--- config.mk ---
export PLATFORM = sky130hd
export DESIGN_NAME = regfile_sb
export DESIGN_NICKNAME = d
export VERILOG_FILES = /design/src/rtl/regfile_sb.sv
export SDC_FILE = /design/constraint.sdc
export NUM_CORES = 2
export LEC_CHECK = 0
export CAP_MARGIN = 10
export CORE_ASPECT_RATIO = 0.9
export CORE_MARGIN = 1
export CORE_UTILIZATION = 57
export DETAILED_ROUTE_END_ITERATION = 10
export GPL_ROUTABILITY_DRIVEN = 0
export GPL_TIMING_DRIVEN = 0
export PLACE_DENSITY = 0.77
export SYNTH_ARGS = -nofsm -noshare
export SYNTH_HDL_FRONTEND = slang
export SYNTH_SLANG_ARGS = --single-unit
--- constraint.sdc ---
create_clock -name clk -period 2.02 [get_ports clk]
set_input_delay 0.202 -clock clk [delete_from_list [all_inputs] [get_ports clk]]
set_output_delay 0.202 -clock clk [all_outputs]
set_load 0.01 [all_outputs]
--- src/rtl/regfile_sb.sv ---
// Multi-read-port register file with a per-register pending-write scoreboard for hazard stalls.
// Optional write-to-read forwarding is enabled by defining REGFILE_BYPASS_EN.
module regfile_sb #(
  parameter int unsigned DW = 32,
  parameter int unsigned AW = 5,
  parameter int unsigned NR = 2
) (
  input  logic             clk,
  input  logic             rst_n,
  input  logic [NR*AW-1:0] rn_i,
  input  logic [NR-1:0]    rd_en_i,
  output logic [NR*DW-1:0] a_o,
  output logic [NR-1:0]    rbusy_o,
  output logic             stall_o,
  input  logic             write_i,
  input  logic [AW-1:0]    wn_i,
  input  logic [DW-1:0]    wd_i,
  input  logic             issue_i,
  input  logic [AW-1:0]    issue_wn_i
);

  localparam int unsigned DEPTH = 32'(1) << AW;

  logic [DW-1:0]    regs_q [DEPTH];
  logic [DEPTH-1:0] busy_q;
  logic [DEPTH-1:0] busy_d;
  logic             wr_valid;

  assign wr_valid = write_i && (wn_i != '0);

  // Scoreboard next state: the issue is applied last so it wins over a same-cycle write.
  always_comb begin
    busy_d = busy_q;
    if (write_i) begin
      busy_d[wn_i] = 1'b0;
    end
    if (issue_i) begin
      busy_d[issue_wn_i] = 1'b1;
    end
    busy_d[0] = 1'b0;
  end

  // Register array and busy bits.
  always_ff @(posedge clk or negedge rst_n) begin
    if (!rst_n) begin
      for (int k = 0; k < int'(DEPTH); k++) begin
        regs_q[k] <= '0;
      end
      busy_q <= '0;
    end else begin
      if (wr_valid) begin
        regs_q[wn_i] <= wd_i;
      end
      busy_q <= busy_d;
    end
  end

  // Combinational read ports; r0 always reads zero.
  for (genvar g = 0; g < int'(NR); g++) begin : g_rd
    logic [AW-1:0] addr;
    logic [DW-1:0] stored;
    assign addr   = rn_i[g*AW +: AW];
    assign stored = (addr == '0) ? '0 : regs_q[addr];
`ifdef REGFILE_BYPASS_EN
    logic hit;
    assign hit                = wr_valid && (addr == wn_i);
    assign a_o[g*DW +: DW]    = hit ? wd_i : stored;
    assign rbusy_o[g]         = hit ? 1'b0 : busy_q[addr];
`else
    assign a_o[g*DW +: DW]    = stored;
    assign rbusy_o[g]         = busy_q[addr];
`endif
  end

  assign stall_o = |(rd_en_i & rbusy_o);

endmodule

### After elaboration in Yosys (flattened, before gate mapping)

Cells that the tools add are included.

| storage, ports and cells | value |
|---|---|
| register bits | 1055 |
| bits in latches | 0 |
| memory bits (writable) | 0 |
| ROM bits | 0 |
| bits of input ports | 58 |
| output and inout bits | 67 |
| word-level logic and storage cells | 79 |
| memories | 0 |

| operators by class | value |
|---|---|
| $add $sub $neg | 0 |
| multipliers | 0 |
| divide/modulo/power cells | 0 |
| $lt $le $gt $ge | 10 |
| equality and inequality tests | 0 |
| shifts and indexed selects | 0 |
| mux-type cells | 21 |
| bitwise gates (word level) | 7 |
| reduce and logical (&&, ||, !) cells | 8 |

Operators by type and width:

| kind | count |
|---|---|
| bitwise mux 1024 bit | 1 |
| binary-select mux 32 bit (select 5 bit) | 2 |
| two-way mux 32 bit | 9 |
| demux 32 bit (select 5 bit) | 1 |
| AND 32 bit | 1 |
| NOT 32 bit | 1 |
| bitwise OR 32 bit | 1 |
| < comparator 5 x 6 -> 1 bit (second input constant) | 4 |
| greater-or-equal comparator 6 bit (second input constant) | 3 |
| NOT 5 -> 6 bit | 3 |
| binary-select mux 1 bit (select 5 bit) | 2 |
| demux 1 bit (select 5 bit) | 2 |
| greater-or-equal comparator 5 x 1 -> 1 bit (second input constant) | 2 |
| zero test 5 bit | 2 |
| < comparator 6 x 1 -> 1 bit (second input constant) | 1 |
| nonzero test 5 bit | 1 |
| logical AND 1 bit | 4 |
| two-way mux 1 bit | 4 |
| AND 2 bit | 1 |
| OR reduction 2 bit | 1 |

### Depth between registers and ports, before layout

| depth | value |
|---|---|
| word-level depth | 9 |
| gate-level depth with buffers | 8 |
| gate-level depth less buffers | 5 |

### Worst setup path before layout

No wires, ideal clock.

| timing | value |
|---|---|
| kind | in2out |
| from | input rn_i[6] |
| to | output a_o[60] |
| data arrival time | 1.875 ns |
| data required time | 1.818 ns |
| setup slack | -0.057 ns |
| stages | 7 |
| buffers on the path | 3 |
| cells stage by stage | clkbuf_1 buf_2 clkbuf_1 mux4_2 mux4_2 nand2_1 o21ai_1 |

| on the way | value |
|---|---|
| word-level cells in the longest chain between the ends | 5 |
| elaborated cells between the ends (all ways) | 6 |
| those cells by class | mux (4); bitwise (1); reduce/logical (1) |

RTL lines:

| what | line | RTL |
|---|---|---|
| start, declared | 10 | `input logic [NR*AW-1:0] rn_i,` |
| NOT 5 -> 6 bit (not written as such) | 63 | `assign stored = (addr == '0) ? '0 : regs_q[addr];` |
| binary-select mux 32 bit (select 5 bit) | 63 |  |
| two-way mux 32 bit (not written as such) (2 in a row) | 63 |  |
| two-way mux 32 bit * | 63 |  |
| end, declared | 12 | `output logic [NR*DW-1:0] a_o,` |

Mark *: on every way between the ends. The rest lies on a longest branch, timed or not. The select of a mux whose other input is x is not followed.

### Worst setup path after layout

| timing | value |
|---|---|
| from | input rn_i[7] |
| to | output stall_o |

| on the way | value |
|---|---|
| word-level cells in the longest chain between the ends | 4 |

RTL lines:

| what | line | RTL |
|---|---|---|
| binary-select mux 1 bit (select 5 bit) | 71 | `assign rbusy_o[g] = busy_q[addr];` |
| two-way mux 1 bit (not written as such) | 71 |  |
| AND 2 bit | 75 | `assign stall_o = \|(rd_en_i & rbusy_o);` |
| OR reduction 2 bit | 75 |  |
| end, declared | 14 | `output logic stall_o,` |

Every way passes these cells. The select of a mux whose other input is x is not followed.

==> impl_metrics.yaml <==
pwr:
  powerDensity_mw_per_mm2: 1015
  power.total_mw: 65.12
  peakVddDrop_mv: 0.7782
  p_leak_nw: 27.67
clock_tree:
  clk_path_buf_depth: 3
  cts_root_buf: "clkbuf_16"
  cts_tree: "done"
  numCtsBuffers: 108
  clock_sinks: 1055
  clk_pin_slew_ns: 0.06
  htree_levels: 3
  clk_latency_ns: 0.69
critical_path:
  crit_start: "rn_i[7]"
  worst-setup-path-type: "in2out"
  cp-end-kind: "primary output"
  startpoint_type: "input port"
  worst_ep_required_time_ns: 1.82
  cp.arrival_ns: 2.61
  worstReg2RegStart: "regs_q[512]"
  cp_max_fo: 10
sta:
  worst_slew_pin_slew_ns: 1.205
  fin_skew_ns: 0
  holdWs_ns: -0.4986
  grt_setup_unrepaired: "true"
  min_period_over_period_pct: 139.4
  slew_violations: 0
  achievable-frequency_mhz: 355.2
  relSlewSlack_pct: 19.65
  finalHoldViolations: 136
  setup_viol_count_final: 128
  tns_ns: -47.15
  period_needed_ns: 2.815
  setup_ws_ns: -0.7950
min_path:
  hold_path_class: "in2async"
placed_design:
  preCtsSetupSlack_ns: -2.158
  dpl_cell_area_mm2: 0.05897
  place_hpwl_mm: 127.0
  port_buffers: 114
  place_inst: 4846
yosys:
  synthFlopType: "dfrtp_1"
  yosysTopAreaCell: "dfrtp_1"
  synth_cell_types: 38
  synth_fp_nets: 3517
  ys_seq_area_share_pct: 47.15
  ys_ff_latch: 1055
  synthTopCellsByArea: "dfrtp_1, mux4_2, mux2_2, mux2_1, clkbuf_1"
  synthArstFlopShare_pct: 100.0
  netlist_instances: 3459
  synth_area_per_cell_um2: 16.19
  yosysTopAreaCellShare_pct: 47.15
  synth_edf_count: 0
  synth.most_common_cell: "dfrtp_1"
  yosysWarnings: 0
  yosys-top-cells-count: "dfrtp_1, mux2_2, mux4_2, clkbuf_1, mux2_1"
  syn_area_mm2: 0.05599
die:
  rows: 108
  initial_core_util_pct: 57.79
  ios: 125
  dieWidth_um: 332.4
  die_area_mm2: 0.09949
  die_y_um: 299.3
  coreArea_mm2: 0.09689
global_route:
  grt_pass1_wl_mm: 263.5
  grt_pass1_vias: 37700
  antenna_found_initial: 3
  overflow: 0
  grt_usage_pct: 37.52
  grt_max_degree: 153
final_layout:
  final_core_util_pct: 66.19
  area_growth_pct: 14.53
  fillerInstances: 6634
  multiInputGateArea_mm2: 0.02823
  seq_area_mm2: 0.02640
  layout.cells.non_filler: 5074
  drive_gt1_share_pct: 58.98
  fin_area_mm2: 0.06413
  nets: 3783
route:
  wl_per_cell_um: 35.91
  via_per_inst: 7.236
  drc: 0
  drt_wl_total_mm: 182.2
  first_pass_iters: 6
  final_antenna_net_count: 0
  via_count: 36720
  drt_first_iter_violations: 4710
outcome:
  outcome: "complete, but fails checks"
  failed_checks: "negative hold slack, negative setup slack"
job:
  drv_cap: 0
repair_timing:
action / 4_1_cts / 5_1_grt
endpoints found under the hold margin: 136 / 136
cloned: 4 / 0
setup endpoints to repair: 1091 / 795
pin swaps: 38 / 14
gates resized for setup: 592 / 147
buffers inserted: 13 / 18
layout by cell type (no fill, tap or decap), types with 8 or more instances in the layout:
cell	instances
inv_2	27
nor2_4	14
buf_1	9
mux2i_1	20
clkdlybuf4s15_2	12
nand2_2	65
a21oi_1	8
mux2_1	86
bufinv_16	17
o21ai_2	19
nand2_1	18
nand3b_1	10
clkdlybuf4s50_1	42
mux4_2	638
buf_6	57
buf_16	8
mux2_2	906
a22o_1	16
o21ai_0	30
clkbuf_16	111
dfrtp_1	1055
clkbuf_2	49
buf_2	95
clkbuf_4	24
o21ai_4	39
inv_1	40
buf_4	94
clkbuf_8	20
nand3_1	10
clkinv_2	20
clkbuf_1	164
power breakdown:
group | internal (mW) | total (mW) | switching, mW | leakage, nW
logic | 8.68 | 15.3 | 6.61 | 12.3
registers | 25.2 | 28.2 | 2.99 | 13.5
clock network | 12.9 | 21.6 | 8.75 | 1.86
logic make-up after synthesis:
family                 share of synthesized area (%)
and+or+nand+nor                                1.280
buffers and inverters                          3.808
DFF                                            47.15
AOI/OAI and AO/OA                              1.343
muxes                                          46.42
sequential cells by signal (all words and copies together), names as in the netlist:
name	cells
busy_q	31
regs_q	1024
layout make-up:
type / count / area share [%]
Antenna cell: 1 / 0.003902
Buffer: 392 / 3.498
Clock buffer: 151 / 4.878
Clock inverter: 42 / 1.015
Inverter: 67 / 0.3922
Multi-Input combinational cell: 1944 / 44.02
Sequential cell: 1055 / 41.17
Tap cell: 1265 / 2.468
Timing Repair Buffer: 157 / 2.554
path summary, 6_finish.rpt:
kind,endpoint,slack [ns],cells past startpoint
max in group asynchronous,regs_q[862],0.34,5
setup / recovery,stall_o,-0.80,10
hold reg to reg,regs_q[1003],0.48,1
min in group clk,regs_q[29],0.22,2
hold / removal,regs_q[166],-0.50,1
setup reg to reg,regs_q[512],1.00,3
critical path, stage by stage:
cell and delay (ns):
clkbuf_1 0.43, buf_4 0.44, buf_4 0.41, mux2i_1 0.27, a21oi_1 0.10, nand3_1 0.13, nand4_1 0.12, buf_6 0.16
a22o_1 0.17, buf_2 0.13
per-layer routing:
layer	track usage [%]	vias to the layer above	share of wire, %
li1	-	13920	-
met1	49.78	19650	37
met2	53.68	2552	44
met3	14.47	594	13
met4	20.49	2	6.2
met5	0	-	0.0066
Note: power is estimated with default switching activity, not from simulation.
